$ cat src/rtl/alg_amba_vip_base_fault_pkg.sv
// Shared types and constants for the AMBA VIP fault-campaign sequencer.
// Holds the step-table entry layout, the controller state encoding,
// the injector command codes and the cfg_wdata field offsets.
package alg_amba_vip_base_fault_pkg;

  // The stored id field is fixed-width; the top keeps its low ID_WIDTH bits (ID_WIDTH <= 8).
  localparam int unsigned STEP_ID_W = 8;

  // cfg_wdata field offsets
  localparam int unsigned CFG_SEED_LSB  = 0;
  localparam int unsigned CFG_THRES_LSB = 20;
  localparam int unsigned CFG_CMD_LSB   = 40;
  localparam int unsigned CFG_LEN_LSB   = 44;

  // Injector command codes
  localparam logic [3:0] FAULT_CMD_NONE      = 4'h0;
  localparam logic [3:0] FAULT_CMD_FLIPBIT   = 4'h1;
  localparam logic [3:0] FAULT_CMD_STUCK0    = 4'h2;
  localparam logic [3:0] FAULT_CMD_STUCK1    = 4'h3;
  localparam logic [3:0] FAULT_CMD_DROP      = 4'h4;
  localparam logic [3:0] FAULT_CMD_DELAY     = 4'h5;
  localparam logic [3:0] FAULT_CMD_DUPLICATE = 4'h6;
  localparam logic [3:0] FAULT_CMD_XORPAT    = 4'h7;
  localparam logic [3:0] FAULT_CMD_REPLACE   = 4'h8;
  localparam logic [3:0] FAULT_CMD_TRUNCATE  = 4'h9;
  localparam logic [3:0] FAULT_CMD_SWAPBYTE  = 4'hA;

  typedef struct packed {
    logic [19:0]          seed;
    logic [19:0]          thres;
    logic [3:0]           cmd;
    logic [STEP_ID_W-1:0] id;
    logic [15:0]          length;
  } step_t;

  typedef enum logic [2:0] {
    ST_IDLE   = 3'd0,
    ST_LOAD   = 3'd1,
    ST_RUN    = 3'd2,
    ST_REPORT = 3'd3,
    ST_DONE   = 3'd4
  } ctrl_state_e;

  // Unpacks the used part of a cfg_wdata word plus the target id into a table entry.
  function automatic step_t decodeStep(input logic [59:0] wdata, input logic [STEP_ID_W-1:0] id);
    step_t s;
    s.seed   = wdata[CFG_SEED_LSB  +: 20];
    s.thres  = wdata[CFG_THRES_LSB +: 20];
    s.cmd    = wdata[CFG_CMD_LSB   +: 4];
    s.id     = id;
    s.length = wdata[CFG_LEN_LSB   +: 16];
    return s;
  endfunction

endpackage

$ cat src/rtl/alg_amba_vip_base_fault_steptbl.sv
// Step table for the fault-campaign sequencer: NB_STEPS entries,
// one synchronous write port and a combinational read port.
// Contents are deliberately not reset; the bench must program before use.
module alg_amba_vip_base_fault_steptbl
  import alg_amba_vip_base_fault_pkg::*;
#(
  parameter int NB_STEPS = 8,
  localparam int AW = $clog2(NB_STEPS)
) (
  input  logic          i_clk,
  input  logic          i_we,
  input  logic [AW-1:0] i_waddr,
  input  step_t         i_wdata,
  input  logic [AW-1:0] i_raddr,
  output step_t         o_rdata
);

  step_t r_mem [NB_STEPS];

  // Single write port; the controller only enables it while not busy.
  always_ff @(posedge i_clk) begin
    if (i_we) begin
      r_mem[i_waddr] <= i_wdata;
    end
  end

  assign o_rdata = r_mem[i_raddr];

endmodule

$ cat src/rtl/alg_amba_vip_base_fault_ctrl.sv
// Campaign sequencer for one AMBA VIP fault injector.
// Runs the programmed steps in order: restart/seed the injector, let it
// inject until the request count reaches the step length, report the
// stats, then return the injector to pass-through.
// Optional build macro: ALG_FAULT_CTRL_LOOP_EN adds i_loop, which wraps the
// campaign back to step 0 instead of finishing.
module alg_amba_vip_base_fault_ctrl
  import alg_amba_vip_base_fault_pkg::*;
#(
  parameter int NB_STEPS    = 8,
  parameter int ID_WIDTH    = 1,
  parameter int FAULT_WIDTH = 128,
  localparam int AW = $clog2(NB_STEPS)
) (
  input  logic                   i_clk,
  input  logic                   i_rstn,
  input  logic                   i_cfg_we,
  input  logic [AW-1:0]          i_cfg_addr,
  input  logic [63:0]            i_cfg_wdata,
  input  logic [ID_WIDTH-1:0]    i_cfg_wid,
  input  logic [FAULT_WIDTH-1:0] i_cfg_pattern,
  input  logic [AW:0]            i_nb_steps,
  input  logic                   i_start,
  input  logic                   i_abort,
`ifdef ALG_FAULT_CTRL_LOOP_EN
  input  logic                   i_loop,
`endif
  output logic                   o_busy,
  output logic                   o_done,
  output logic                   o_cfg_err,
  output logic [AW-1:0]          o_step_idx,
  output logic                   o_restart,
  output logic [19:0]            o_seed,
  output logic [19:0]            o_probThresReq,
  output logic [3:0]             o_cmd,
  output logic [ID_WIDTH-1:0]    o_id,
  output logic [FAULT_WIDTH-1:0] o_regPattern,
  input  logic [31:0]            i_stats_nbrequest,
  input  logic [31:0]            i_stats_nberror,
  output logic                   o_res_valid,
  input  logic                   i_res_ready,
  output logic [AW-1:0]          o_res_step,
  output logic [31:0]            o_res_nbrequest,
  output logic [31:0]            o_res_nberror
);

  ctrl_state_e            r_state;
  ctrl_state_e            w_stateNext;
  ctrl_state_e            w_advState;
  logic [AW-1:0]          r_stepIdx;
  logic [AW-1:0]          w_stepNext;
  logic [AW-1:0]          w_advStep;
  logic [AW:0]            r_nbSteps;
  logic [FAULT_WIDTH-1:0] r_pattern;
  logic [31:0]            r_statsReq;
  logic [31:0]            r_statsErr;
  logic [AW-1:0]          r_resStep;
  logic [31:0]            r_resReq;
  logic [31:0]            r_resErr;
  logic                   r_cfgErr;
  logic                   w_startGo;
  logic                   w_resLatch;
  logic                   w_busy;
  logic                   w_active;
  logic                   w_isLast;
  logic                   w_lenZero;
  logic                   w_runHit;
  logic                   w_loop;
  logic                   w_cfgWrite;
  step_t                  w_wrEntry;
  step_t                  w_entry;
  logic                   w_unused;

`ifdef ALG_FAULT_CTRL_LOOP_EN
  assign w_loop = i_loop;
`else
  assign w_loop = 1'b0;
`endif

  assign w_busy     = (r_state == ST_LOAD) || (r_state == ST_RUN) || (r_state == ST_REPORT);
  assign w_active   = (r_state == ST_LOAD) || (r_state == ST_RUN);
  assign w_cfgWrite = i_cfg_we && !w_busy;
  assign w_wrEntry  = decodeStep(i_cfg_wdata[59:0], STEP_ID_W'(i_cfg_wid));

  alg_amba_vip_base_fault_steptbl #(
    .NB_STEPS (NB_STEPS)
  ) u_steptbl (
    .i_clk   (i_clk),
    .i_we    (w_cfgWrite),
    .i_waddr (i_cfg_addr),
    .i_wdata (w_wrEntry),
    .i_raddr (r_stepIdx),
    .o_rdata (w_entry)
  );

  // Reserved wdata bits and the zero-extended id bits are intentionally ignored.
  assign w_unused = ^{i_cfg_wdata[63:60], w_entry.id};

  assign w_isLast  = ({1'b0, r_stepIdx} == (r_nbSteps - (AW+1)'(1)));
  assign w_lenZero = (w_entry.length == 16'd0);
  assign w_runHit  = (r_statsReq >= {16'd0, w_entry.length});
  assign w_advState = (w_isLast && !w_loop) ? ST_DONE : ST_LOAD;
  assign w_advStep  = w_isLast ? '0 : (r_stepIdx + AW'(1));

  // State register; reset is synchronous so a mid-campaign rstn drop lands next edge.
  always_ff @(posedge i_clk) begin
    if (!i_rstn) begin
      r_state <= ST_IDLE;
    end else begin
      r_state <= w_stateNext;
    end
  end

  // Next-state and injector-facing outputs; abort overrides everything else.
  always_comb begin
    w_stateNext    = r_state;
    w_stepNext     = r_stepIdx;
    w_startGo      = 1'b0;
    w_resLatch     = 1'b0;
    o_restart      = 1'b0;
    o_seed         = '0;
    o_probThresReq = '0;
    o_cmd          = FAULT_CMD_NONE;
    o_id           = '0;
    o_regPattern   = '0;
    o_busy         = w_busy;
    o_done         = (r_state == ST_DONE);
    o_res_valid    = (r_state == ST_REPORT);

    if (w_active) begin
      o_seed         = w_entry.seed;
      o_probThresReq = w_entry.thres;
      o_cmd          = w_entry.cmd;
      o_id           = ID_WIDTH'(w_entry.id);
      o_regPattern   = r_pattern;
    end
    if (r_state == ST_LOAD) begin
      o_restart = !w_lenZero;
    end

    if (i_abort) begin
      w_stateNext = ST_IDLE;
      w_stepNext  = '0;
    end else begin
      case (r_state)
        ST_IDLE, ST_DONE: begin
          if (i_start) begin
            w_startGo = 1'b1;
            if (i_nb_steps == '0) begin
              w_stateNext = ST_DONE;
            end else begin
              w_stateNext = ST_LOAD;
              w_stepNext  = '0;
            end
          end
        end
        ST_LOAD: begin
          if (w_lenZero) begin
            w_stateNext = w_advState;
            w_stepNext  = w_advStep;
          end else begin
            w_stateNext = ST_RUN;
          end
        end
        ST_RUN: begin
          if (w_runHit) begin
            w_stateNext = ST_REPORT;
            w_resLatch  = 1'b1;
          end
        end
        ST_REPORT: begin
          if (i_res_ready) begin
            w_stateNext = w_advState;
            w_stepNext  = w_advStep;
          end
        end
        default: begin
          w_stateNext = ST_IDLE;
        end
      endcase
    end
  end

  // Datapath registers: step index, campaign snapshot, registered stats and results.
  always_ff @(posedge i_clk) begin
    if (!i_rstn) begin
      r_stepIdx  <= '0;
      r_nbSteps  <= '0;
      r_pattern  <= '0;
      r_statsReq <= '0;
      r_statsErr <= '0;
      r_resStep  <= '0;
      r_resReq   <= '0;
      r_resErr   <= '0;
      r_cfgErr   <= 1'b0;
    end else begin
      r_stepIdx <= w_stepNext;
      if (r_state == ST_LOAD) begin
        r_statsReq <= '0;
        r_statsErr <= '0;
      end else begin
        r_statsReq <= i_stats_nbrequest;
        r_statsErr <= i_stats_nberror;
      end
      if (i_abort) begin
        r_pattern <= '0;
      end else if (w_startGo) begin
        r_nbSteps <= i_nb_steps;
        r_pattern <= i_cfg_pattern;
      end
      if (w_resLatch) begin
        r_resStep <= r_stepIdx;
        r_resReq  <= r_statsReq;
        r_resErr  <= r_statsErr;
      end
      if (w_startGo) begin
        r_cfgErr <= 1'b0;
      end else if (i_cfg_we && w_busy) begin
        r_cfgErr <= 1'b1;
      end
    end
  end

  assign o_cfg_err       = r_cfgErr;
  assign o_step_idx      = r_stepIdx;
  assign o_res_step      = r_resStep;
  assign o_res_nbrequest = r_resReq;
  assign o_res_nberror   = r_resErr;

endmodule

$ cat config.mk
export PLATFORM = sky130hd
export DESIGN_NAME = alg_amba_vip_base_fault_ctrl
export DESIGN_NICKNAME = d
export VERILOG_FILES = /design/src/rtl/alg_amba_vip_base_fault_pkg.sv /design/src/rtl/alg_amba_vip_base_fault_steptbl.sv /design/src/rtl/alg_amba_vip_base_fault_ctrl.sv
export SDC_FILE = /design/constraint.sdc
export NUM_CORES = 1
export LEC_CHECK = 0
export BUFFER_PORTS_ARGS = -buffer_cell sky130_fd_sc_hd__buf_2
export CAP_MARGIN = 10
export CELL_PAD_IN_SITES_DETAIL_PLACEMENT = 0
export CELL_PAD_IN_SITES_GLOBAL_PLACEMENT = 1
export CORE_MARGIN = 2
export CORE_UTILIZATION = 49
export DETAILED_ROUTE_END_ITERATION = 8
export PLACE_DENSITY_LB_ADDON = 0.1
export SLEW_MARGIN = 40
export SYNTH_ARGS = -nofsm -noshare
export SYNTH_HDL_FRONTEND = slang
export SYNTH_SLANG_ARGS = --single-unit
$ cat constraint.sdc
create_clock -name i_clk -period 9.4 [get_ports i_clk]
set_input_delay 1.41 -clock i_clk [delete_from_list [all_inputs] [get_ports i_clk]]
set_output_delay 1.41 -clock i_clk [all_outputs]
set_load 0.02 [all_outputs]
==> reports/results.tsv, run 1 <==
stage	metric	value	unit
synth	Cell Area, Synth	29100	µm²
synth	asr flop ratio synth	0	
floorplanning	io pins	518	
synth	syn_area_per_cell	14.7	µm²
timing	Worst Skew	0.0323	ns
clock_network	CTS max path bufs	3	
drt	DRC viols	0	
global_route	global-route wire length before repair	107000	µm
final_layout	share of layout cells above drive strength 1	0.314	
critical_path	critical path class	register to output pin	
global_route	grt ovf	0	
outcome	status	completed	
clock_network	clock latency on the worst-skew pair	0.63	ns
global_route	initial antenna violation count	27	
critical_path	critical path startpoint category	register	
drt	total wire length	73300	µm
min_path	Hold/Removal Path Class	register to register	
floorplanning	die area	61400	µm²
synth	Mapped Nets	2271	
place	DP HPWL	47100	µm
floorplanning	Starting Density	0.494	
pwr	Pleak	12.9	nW
flow_run	max cap viols	0	
place	placed inst area	32500	µm²
synth	sequential share of the synthesized area	0.691	
timing	Final setup viols	0	
pwr	VDD IR-drop max	0.159	mV
timing	Worst-Margin Slew	0.828	ns
floorplanning	std cell rows	89	
critical_path	CP required	7.99	ns
clock_network	Post-CTS Resized	0	
global_route	pin count of the biggest net entering global routing	100	
final_layout	# nets final	2770	
critical_path	slack of the worst reg-to-reg path	4.66	ns
drt	Detailed Route Iter0 Violations	1131	
global_route	Total GRT Usage	0.235	
pwr	Power Dens Cells	201	nW/µm²
critical_path	crit-path max FO	44	
clock_network	clk root buf	clkbuf_16	
timing	RSZ-0062 raised after global routing	false	
final_layout	post-route cell area	35100	µm²
clock_network	# clock sinks	761	
critical_path	CP Cell Sequence	buf_4 > mux4_2 > mux2i_1 > nand4_1 > nor4_4 > nor3_1 > buf_2	
critical_path	crit path capture type	output pin	
final_layout	filler cell count	4712	
pwr	Tot Pwr	0.00707	W
global_route	vias in the first global route	17200	
clock_network	TritonCTS clock tree	yes	
timing	Final period util	0.575	
clock_network	htree depth	3	
synth	synthesis-stage register bit count	761	
final_layout	commonest non-fill, non-tap cell in the layout	buf_2	
timing	setup_tns	0	ns
clock_network	cts bufs inserted	79	
floorplanning	core area	58900	µm²
synth	Synth Warn #	0	
critical_path	cell at the slowest stage of the critical path	dfxtp_4	
timing	Final Hold Fails	0	
drt	Antenna Nets Post-Route	0	
floorplanning	Die W	248	µm
critical_path	Worst EP arrival	3.99	ns
timing	final slew viol count	0	
clock_network	clock slew at reported path FFs	0.06	ns
clock_network	total setup buffers inserted after CTS	0	
drt	DR vias/cell	5.25	
drt	drt first pass iters	5	
clock_network	Hold Buf Count CTS	0	
final_layout	Layout area overhead	20.7	%
synth	EDFF count, synth	488	
timing	Final min period	5.40	ns
drt	drt wl/cell	22.0	µm
synth	Post-synth top flop	edfxtp_1	
synth	synth unique cells	51	
critical_path	slowest cell delay on critical path	0.68	ns
synth	Cells after Synth	1983	
final_layout	most frequent cells in the layout	buf_2, edfxtp_1, dfxtp_1	
floorplanning	die height	248	µm
timing	Achievable Freq	185	MHz
drt	via count	17500	
timing	Slew headroom	0.448	
place	final estimated routing congestion in global placement	0.827	
place	Port Buf Inserts	513	
[cell usage after synthesis (all sizes together) (3+ instances only)]
cell type,count,share of area
edfxtp,488,0.50
dfxtp,273,0.19
nand2,270,0.035
and2,195,0.042
a21oi,138,0.024
mux2i,128,0.045
mux4,122,0.094
clkbuf,92,0.012
nor2,69,0.0089
nor2b,69,0.015
buf,29,0.0053
ha,18,0.0077
o21ai,13,0.0022
nand3,10,0.0017
inv,8,0.0010
nand2b,8,0.0017
nand4,7,0.0017
nor3,7,0.0012
nor4,5,0.0016
a21boi,4,0.0010
xnor2,3,0.00090
[final cells by class]
type | count | area (µm²) | area share
flip-flops and latches | 761 | 20100 | 0.573
clock buffers | 107 | 2130 | 0.0607
well taps | 773 | 967 | 0.0275
multi-input cells | 1093 | 8560 | 0.244
inverters | 8 | 30.0 | 0.000855
diodes | 11 | 27.5 | 0.000784
clock inverters | 37 | 462 | 0.0131
repair buffers | 539 | 2820 | 0.0802
[per-stage QoR]
step / hold slack, ns / instances / utilization / setup WS, ns
after detailed placement: 0.442 / 3173 / 0.551 / 4.32
after floorplan: 0.432 / 1983 / - / 2.85
after global placement: 0.437 / 3170 / 0.550 / 4.07
after CTS: 0.450 / 3317 / 0.595 / 3.74
after global routing: 0.464 / 3322 / 0.596 / 3.79
final: 0.448 / 3329 / 0.596 / 4.00
[logic make-up (layout without fill, tap and decap cells)]
family | count (synthesis) | in the layout | share of synthesized area
XOR/XNOR | 4 | 4 | 0.00120
adder cells (fa/ha/maj) | 18 | 18 | 0.00774
AO/OA/AOI/OAI | 173 | 173 | 0.0320
other | 0 | 11 | 0
AND/OR/NAND/NOR | 647 | 647 | 0.110
buffers and inverters | 129 | 691 | 0.0182
flip-flops | 761 | 761 | 0.691
multiplexers | 251 | 251 | 0.139
[path summary, 6_finish.rpt]
path | cells past startpoint | endpoint | from
setup / recovery | 7 | o_restart | register
hold / removal | 2 | r_pattern[46]$_SDFFE_PP0P_ | r_pattern[46]$_SDFFE_PP0P_
setup reg to reg | 11 | o_res_nberror[10]$_SDFFE_PN0P_ | register
hold reg to reg | 2 | r_pattern[46]$_SDFFE_PP0P_ | r_pattern[46]$_SDFFE_PP0P_
[routing by layer]
layer / global-route usage / wire (µm) / up-vias
li1: - / - / 8208
met1: 0.299 / 29900 / 8665
met2: 0.397 / 36600 / 457
met3: 0.0686 / 5110 / 122
met4: 0.0601 / 1470 / 24
met5: 0 / 167 / -
[critical path, delay by kind of cell (launching register included)]
kind	cells	cell delay, ns
DFF	1	0.68
muxes	2	0.99
and+or+nand+nor	3	0.78
buffers and inverters	2	0.88
[registers in the layout, summed over array words and instances (netlist names), named ones only]
signal and cells:
r_nbSteps 4, r_pattern 128, r_state 3, o_res_step 3, r_statsReq 32, o_step_idx 3, o_res_nberror 32, o_res_nbrequest 32
u_steptbl.r_mem 488, o_cfg_err 1, r_statsErr 32
[power breakdown]
part	leakage [nW]	total [W]	internal, W	switching (W)
clock	1.25	0.00308	0.00180	0.00128
sequential	6.66	0.00366	0.00363	0.0000258
combinational	4.95	0.000325	0.000117	0.000207
total	12.9	0.00707	0.00556	0.00151
Note: power is estimated with default switching activity, not from simulation.
==> run 2: changes to the inputs <==
ABC_AREA = 1   (was unset)
CORE_UTILIZATION = 39   (was 49)
clock period = 4.3 ns   (was 9.4 ns; I/O delays follow)
==> run 2 against run 1 <==
Effect of this change: setup slack lost 3.7 ns; power grew 120%; synthesized area grew 1.5%; critical path depth is the same; non-clock buffer count grew 16; cell area grew 2.0%; largest cell class unchanged.
==> reports/results.tsv, run 2 <==
stage	metric	value	unit	change
outcome	status	completed		unchanged
final_layout	most frequent cells in the layout	nor2_1, buf_2, edfxtp_1		was buf_2, edfxtp_1, dfxtp_1
drt	Antenna Nets Post-Route	0		unchanged
timing	Worst Skew	0.0246	ns	was 0.0323 ns
critical_path	crit-path max FO	158		was 44
timing	RSZ-0062 raised after global routing	false		unchanged
clock_network	Post-CTS Resized	0		unchanged
synth	post-synth top area share	0.496		was 0.504
timing	Final setup viols	0		unchanged
global_route	vias in the first global route	21200		was 17200
synth	syn_area_per_cell	10.1	µm²	was 14.7 µm²
critical_path	Worst EP arrival	3.35	ns	was 3.99 ns
pwr	Pleak	14.3	nW	was 12.9 nW
drt	DRC viols	0		unchanged
global_route	Total GRT Usage	0.211		was 0.235
flow_run	max cap viols	0		unchanged
drt	DR vias/cell	4.93		was 5.25
timing	setup_tns	0	ns	unchanged
timing	Final period util	0.929		
synth	synthesis-stage register bit count	761		unchanged
timing	Slew headroom	0.472		was 0.448
critical_path	CP Cell Sequence	buf_12 > buf_6 > o21ai_0 > o22ai_1 > o21ai_0 > a31oi_1 > buf_2		was buf_4 > mux4_2 > mux2i_1 > nand4_1 > nor4_4 > nor3_1 > buf_2
clock_network	clk root buf	clkbuf_16		unchanged
timing	final slew viol count	0		unchanged
drt	total wire length	84500	µm	was 73300 µm
critical_path	critical path class	register to output pin		unchanged
global_route	pin count of the biggest net entering global routing	159		was 100
timing	Achievable Freq	250	MHz	
critical_path	cell at the slowest stage of the critical path	buf_6		was dfxtp_4
clock_network	clock slew at reported path FFs	0.06	ns	about the same
synth	synth unique cells	27		was 51
critical_path	CP required	3.65	ns	was 7.99 ns
synth	synth cell count leaders	nor2_1, edfxtp_1, o21ai_0		was edfxtp_1, dfxtp_1, nand2_1
floorplanning	Starting Density	0.395		was 0.494
critical_path	Buf+Inv Stages, Crit Path	3		was 2
place	DP HPWL	52100	µm	was 47100 µm
place	placed inst area	33100	µm²	was 32500 µm²
drt	drt first pass iters	5		unchanged
synth	Cell Area, Synth	29500	µm²	was 29100 µm²
floorplanning	std cell rows	100		was 89
clock_network	Hold Buf Count CTS	0		unchanged
clock_network	htree depth	3		unchanged
synth	asr flop ratio synth	0		unchanged
timing	Final min period	4.00	ns	
synth	Mapped Nets	3199		was 2271
synth	EDFF count, synth	488		unchanged
critical_path	critical path startpoint category	register		unchanged
floorplanning	die height	279	µm	was 248 µm
final_layout	# nets final	3658		was 2770
pwr	Power Dens Cells	439	nW/µm²	was 201 nW/µm²
synth	Cells after Synth	2911		was 1983
critical_path	CP top delay family	buffers and inverters		was multiplexers
floorplanning	core area	74700	µm²	was 58900 µm²
synth	top post-synthesis cells by area	edfxtp_1, dfxtp_1, nor2_1		was edfxtp_1, dfxtp_1, mux4_2
global_route	grt ovf	0		unchanged
clock_network	TritonCTS clock tree	yes		unchanged
synth	sequential share of the synthesized area	0.681		was 0.691
timing	Worst-Margin Slew	0.792	ns	was 0.828 ns
synth	Post-synth top flop	edfxtp_1		unchanged
clock_network	cts bufs inserted	84		was 79
synth	top-count cell post-synth	nor2_1		was edfxtp_1
critical_path	crit path capture type	output pin		unchanged
drt	via count	21800		was 17500
clock_network	# clock sinks	761		unchanged
clock_network	total setup buffers inserted after CTS	0		unchanged
clock_network	CTS max path bufs	3		unchanged
global_route	global-route wire length before repair	127000	µm	was 107000 µm
place	Port Buf Inserts	513		unchanged
global_route	initial antenna violation count	21		was 27
drt	Detailed Route Iter0 Violations	1159		was 1131
floorplanning	Die W	279	µm	was 248 µm
clock_network	clock latency on the worst-skew pair	0.63	ns	about the same
final_layout	commonest non-fill, non-tap cell in the layout	nor2_1		was buf_2
final_layout	biggest regs	u_steptbl.r_mem: 488 flops, r_pattern: 128 flops		unchanged
critical_path	slowest cell delay on critical path	0.60	ns	was 0.68 ns
floorplanning	io pins	518		unchanged
final_layout	Largest register FFs	488		unchanged
final_layout	Largest Register	u_steptbl.r_mem		unchanged
drt	drt wl/cell	19.1	µm	was 22.0 µm
pwr	VDD IR-drop max	0.313	mV	was 0.159 mV
timing	Final Hold Fails	0		unchanged
final_layout	share of layout cells above drive strength 1	0.202		was 0.314
synth	Synth area leader	edfxtp_1		unchanged
final_layout	Layout area overhead	21.4	%	was 20.7%
final_layout	post-route cell area	35800	µm²	was 35100 µm²
min_path	Hold/Removal Path Class	input port to register		was register to register
synth	Synth Warn #	0		unchanged
floorplanning	die area	77900	µm²	was 61400 µm²
critical_path	most common cell type on the critical path	o21ai_0		
place	final estimated routing congestion in global placement	0.814		was 0.827
==> run 2: changes by cell type after synthesis, moves of 12 or more <==
cell	previous run	this run
nor2_1	69	625
o21ai_0	4	423
inv_1	6	310
and2_1	195	0
mux2i_1	124	0
mux4_2	122	0
nand3_1	10	84
nor2b_1	69	0
clkbuf_1	92	139
o22ai_1	1	45
a31oi_1	2	45
nand2_1	270	238
buf_2	15	30
a21oi_1	137	149
==> run 2: area by class of cell <==
type,count,area [µm²]
sequential,761,20100
timing repair buffer,555,3050
clock buffer,121,2390
multi-input combinational,1654,7560
fill,7009,38800
tap,969,1210
clock inverter,29,282
antenna,13,32.5
inverter,314,1200
==> run 2: routing by layer <==
| metal | global-route usage | wire [µm] | vias to the layer above |
|---|---|---|---|
| met4 | 0.0754 | 2460 | 12 |
| met2 | 0.354 | 40600 | 541 |
| met1 | 0.268 | 36200 | 10400 |
| met3 | 0.0469 | 5140 | 156 |
| met5 | 0 | 83 | - |
| li1 | - | - | 10700 |
==> run 2: cells by family (layout without fill, tap and decap cells) <==
kind of cell,after synthesis,after routing,synth area share
compound gates,671,671,0.118
xor+xnor,4,4,0.00119
fa+ha+maj,18,18,0.00763
buf+inv,496,1019,0.0653
flops,761,761,0.681
other cells,0,13,0
simple gates,961,961,0.127
==> run 2: path summary, 6_finish.rpt <==
kind / start / endpoint / slack (ns) / depth (start not counted)
setup reg to reg: register / o_res_nbrequest[0]$_SDFFE_PN0P_ / 0.72 / 16
hold reg to reg: r_pattern[100]$_SDFFE_PP0P_ / r_pattern[100]$_SDFFE_PP0P_ / 0.45 / 2
setup / recovery: register / o_probThresReq[13] / 0.30 / 7
hold / removal: i_stats_nberror[25] / r_statsErr[25]$_SDFF_PP0_ / 0.23 / 3
==> run 2: stage by stage <==
step / util / setup slack, ns / power (W) / instances / hold WS (ns)
after detailed placement: 0.444 / 0.647 / 0.00896 / 4253 / 0.446
after floorplan: - / 0.356 / 0.00858 / 2911 / 0.430
after global routing: 0.480 / 0.00169 / 0.0163 / 4412 / 0.208
after global placement: 0.443 / 0.678 / 0.00894 / 4251 / 0.439
after CTS: 0.479 / 0.255 / 0.0159 / 4403 / 0.188
final: 0.480 / 0.304 / 0.0157 / 4416 / 0.232
==> run 2: report_power, final <==
part | switching [W] | internal (W)
Combinational | 0.000540 | 0.000252
Clock | 0.00284 | 0.00410
Sequential | 0.0000476 | 0.00796
==> run 2: tightest hold or removal path: cells and delay by family <==
| kind | cells | cell delay [ns] |
|---|---|---|
| and+or+nand+nor | 1 | 0.03 |
| buffers and inverters | 2 | 0.13 |
==> run 3: changes to the inputs <==
CORE_UTILIZATION = 46   (was 39)
clock period = 4.86 ns   (was 4.3 ns; I/O delays follow)
==> run 3 against run 2 <==
Effect of this change: die area is 15% lower; non-clock buffer count is 3 lower; largest cell class unchanged; clock skew is 0.0024 ns lower; critical endpoint is now o_probThresReq[19]; combinational power is 11% lower; clock power is 8.7% lower; final cell count is 2.8% lower; register-to-register slack better by 0.24 ns; global-route usage is 2.8 points higher; critical path type unchanged; critical path depth stayed put; first-iteration DRC count is 44% higher; hold slack better by 0.084 ns; sequential power is 12% lower.
==> reports/results.tsv, run 3 (same netlist as run 2, synthesis figures left out) <==
stage	metric	value	unit	change
timing	final slew viol count	0		unchanged
timing	Final period util	0.842		
place	placed inst area	33000	µm²	was 33100 µm²
global_route	vias in the first global route	20600		was 21200
clock_network	cts bufs inserted	81		was 84
drt	DRC viols	0		unchanged
final_layout	most frequent cells in the layout	nor2_1, buf_2, edfxtp_1		unchanged
final_layout	# nets final	3652		was 3658
final_layout	Util after Layout	0.565		was 0.480
final_layout	Largest Register	u_steptbl.r_mem		unchanged
critical_path	CP Cell Sequence	buf_12 > buf_4 > o21ai_0 > o22ai_1 > o21ai_0 > a31oi_1 > buf_2		was buf_12 > buf_6 > o21ai_0 > o22ai_1 > o21ai_0 > a31oi_1 > buf_2
pwr	NetSw	0.00304	W	was 0.00343 W
drt	via count	21800		about the same
drt	drt first pass iters	5		unchanged
flow_run	max cap viols	0		unchanged
drt	Antenna Nets Post-Route	0		unchanged
global_route	Total GRT Usage	0.239		was 0.211
outcome	status	completed		unchanged
clock_network	clock latency on the worst-skew pair	0.62	ns	was 0.63 ns
clock_network	htree depth	3		unchanged
critical_path	crit path capture type	output pin		unchanged
place	dpl cells	4126		was 4253
final_layout	filler cell count	5485		was 7009
timing	Slew headroom	0.438		was 0.472
drt	DR vias/cell	5.08		was 4.93
timing	RSZ-0062 raised after global routing	false		unchanged
clock_network	total setup buffers inserted after CTS	0		unchanged
place	final estimated routing congestion in global placement	0.869		was 0.814
pwr	switching part of the total	0.215		was 0.218
floorplanning	Die W	257	µm	was 279 µm
place	Setup WS pre-CTS	0.913	ns	was 0.647 ns
min_path	Hold/Removal Path Class	input port to register		unchanged
final_layout	Layout area overhead	21.2	%	was 21.4%
drt	Detailed Route Iter0 Violations	1671		was 1159
global_route	global-route wire length before repair	122000	µm	was 127000 µm
critical_path	critical path startpoint category	register		unchanged
pwr	Int Power	0.0111	W	was 0.0123 W
critical_path	Worst EP arrival	3.36	ns	was 3.35 ns
critical_path	critical path class	register to output pin		unchanged
timing	Achievable Freq	244	MHz	
pwr	Power Dens Cells	394	nW/µm²	was 439 nW/µm²
clock_network	clk root buf	clkbuf_16		unchanged
place	DP HPWL	49800	µm	was 52100 µm
timing	setup_tns	0	ns	unchanged
timing	Final setup viols	0		unchanged
drt	total wire length	81600	µm	was 84500 µm
pwr	Reg power frac	0.502		was 0.509
final_layout	number of non-filler instances in the completed layout	4291		was 4416
floorplanning	die area	66200	µm²	was 77900 µm²
timing	Final min period	4.09	ns	
global_route	initial antenna violation count	27		was 21
critical_path	Buf+Inv Stages, Crit Path	3		unchanged
final_layout	Largest register FFs	488		unchanged
floorplanning	Starting Density	0.466		was 0.395
critical_path	CP top delay family	buffers and inverters		unchanged
timing	Final Hold Fails	0		unchanged
clock_network	clock slew at reported path FFs	0.06	ns	about the same
clock_network	# clock sinks	761		unchanged
critical_path	crit-path max FO	175		was 158
floorplanning	core area	63300	µm²	was 74700 µm²
critical_path	most common cell type on the critical path	o21ai_0		unchanged
final_layout	post-route cell area	35800	µm²	about the same
timing	Worst Skew	0.0222	ns	was 0.0246 ns
timing	Final WS setup	0.767	ns	was 0.304 ns
critical_path	cell at the slowest stage of the critical path	buf_4		was buf_6
clock_network	TritonCTS clock tree	yes		unchanged
pwr	Clk network pwr share	0.449		was 0.441
critical_path	slowest cell delay on critical path	0.73	ns	was 0.60 ns
drt	drt wl/cell	19.0	µm	was 19.1 µm
critical_path	CP required	4.13	ns	was 3.65 ns
clock_network	CTS max path bufs	3		unchanged
floorplanning	die height	257	µm	was 279 µm
floorplanning	io pins	518		unchanged
clock_network	Post-CTS Resized	0		unchanged
global_route	grt ovf	0		unchanged
pwr	Comb power frac	0.050		about the same
final_layout	share of layout cells above drive strength 1	0.203		was 0.202
final_layout	commonest non-fill, non-tap cell in the layout	nor2_1		unchanged
floorplanning	std cell rows	92		was 100
pwr	Pleak	14.4	nW	was 14.3 nW
pwr	VDD IR-drop max	0.293	mV	was 0.313 mV
timing	Worst-Margin Slew	0.843	ns	was 0.792 ns
final_layout	biggest regs	u_steptbl.r_mem: 488 flops, r_pattern: 128 flops		unchanged
global_route	pin count of the biggest net entering global routing	176		was 159
place	Port Buf Inserts	513		unchanged
clock_network	Hold Buf Count CTS	0		unchanged
[run 3: final cells by class]
type	instances	area (µm²)	area share
Sequential cell	761	20100	0.562
Clock inverter	43	515	0.0144
Clock buffer	105	2250	0.0629
Timing Repair Buffer	552	3050	0.0852
Antenna cell	16	40.0	0.00112
Multi-Input combinational cell	1654	7550	0.211
Inverter	314	1200	0.0334
Tap cell	846	1060	0.0296
[run 3: power by group through the flow]
stage / Sequential, W / Combinational, W / Clock (W)
5_1_grt: 0.00709 / 0.000785 / 0.00673
4_1_cts: 0.00708 / 0.000707 / 0.00647
3_3_place_gp: 0.00722 / 0.000682 / 0
2_1_floorplan: 0.00723 / 0.000367 / 0
3_5_place_dp: 0.00722 / 0.000702 / 0
6_report: 0.00708 / 0.000702 / 0.00633
[run 3: worst paths after layout]
kind / slack, ns / startpoint / cells past startpoint / end
worst max-delay path: 0.77 / register / 7 / o_probThresReq[19]
worst min-delay path: 0.32 / i_stats_nbrequest[9] / 3 / r_statsReq[9]$_SDFF_PP0_
worst max register to register: 0.96 / register / 16 / o_res_nberror[7]$_SDFFE_PN0P_
worst min register to register: 0.45 / r_pattern[111]$_SDFFE_PP0P_ / 2 / r_pattern[111]$_SDFFE_PP0P_
[run 3: metal layers]
metal	GRT usage	vias up	share of wire
met4	0.0883	22	0.028
li1	-	10700	-
met3	0.0565	166	0.063
met2	0.391	622	0.48
met1	0.312	10400	0.42
met5	0	-	0.0017
[run 3: worst reg2reg max path, delay by kind of cell, from the launching register on]
family                     cells  cell delay, ns
and+or+nand+nor               12            1.59
buffers and inverters          3            1.53
DFF                            1            0.38
adders and majority gates      1            0.34
[run 3: metrics by stage]
stage                     hold WS (ns)  power, W
final                            0.316    0.0141
after global routing             0.285    0.0146
after CTS                        0.279    0.0143
after detailed placement         0.446   0.00792
after global placement           0.437   0.00790
after floorplan                  0.430   0.00759
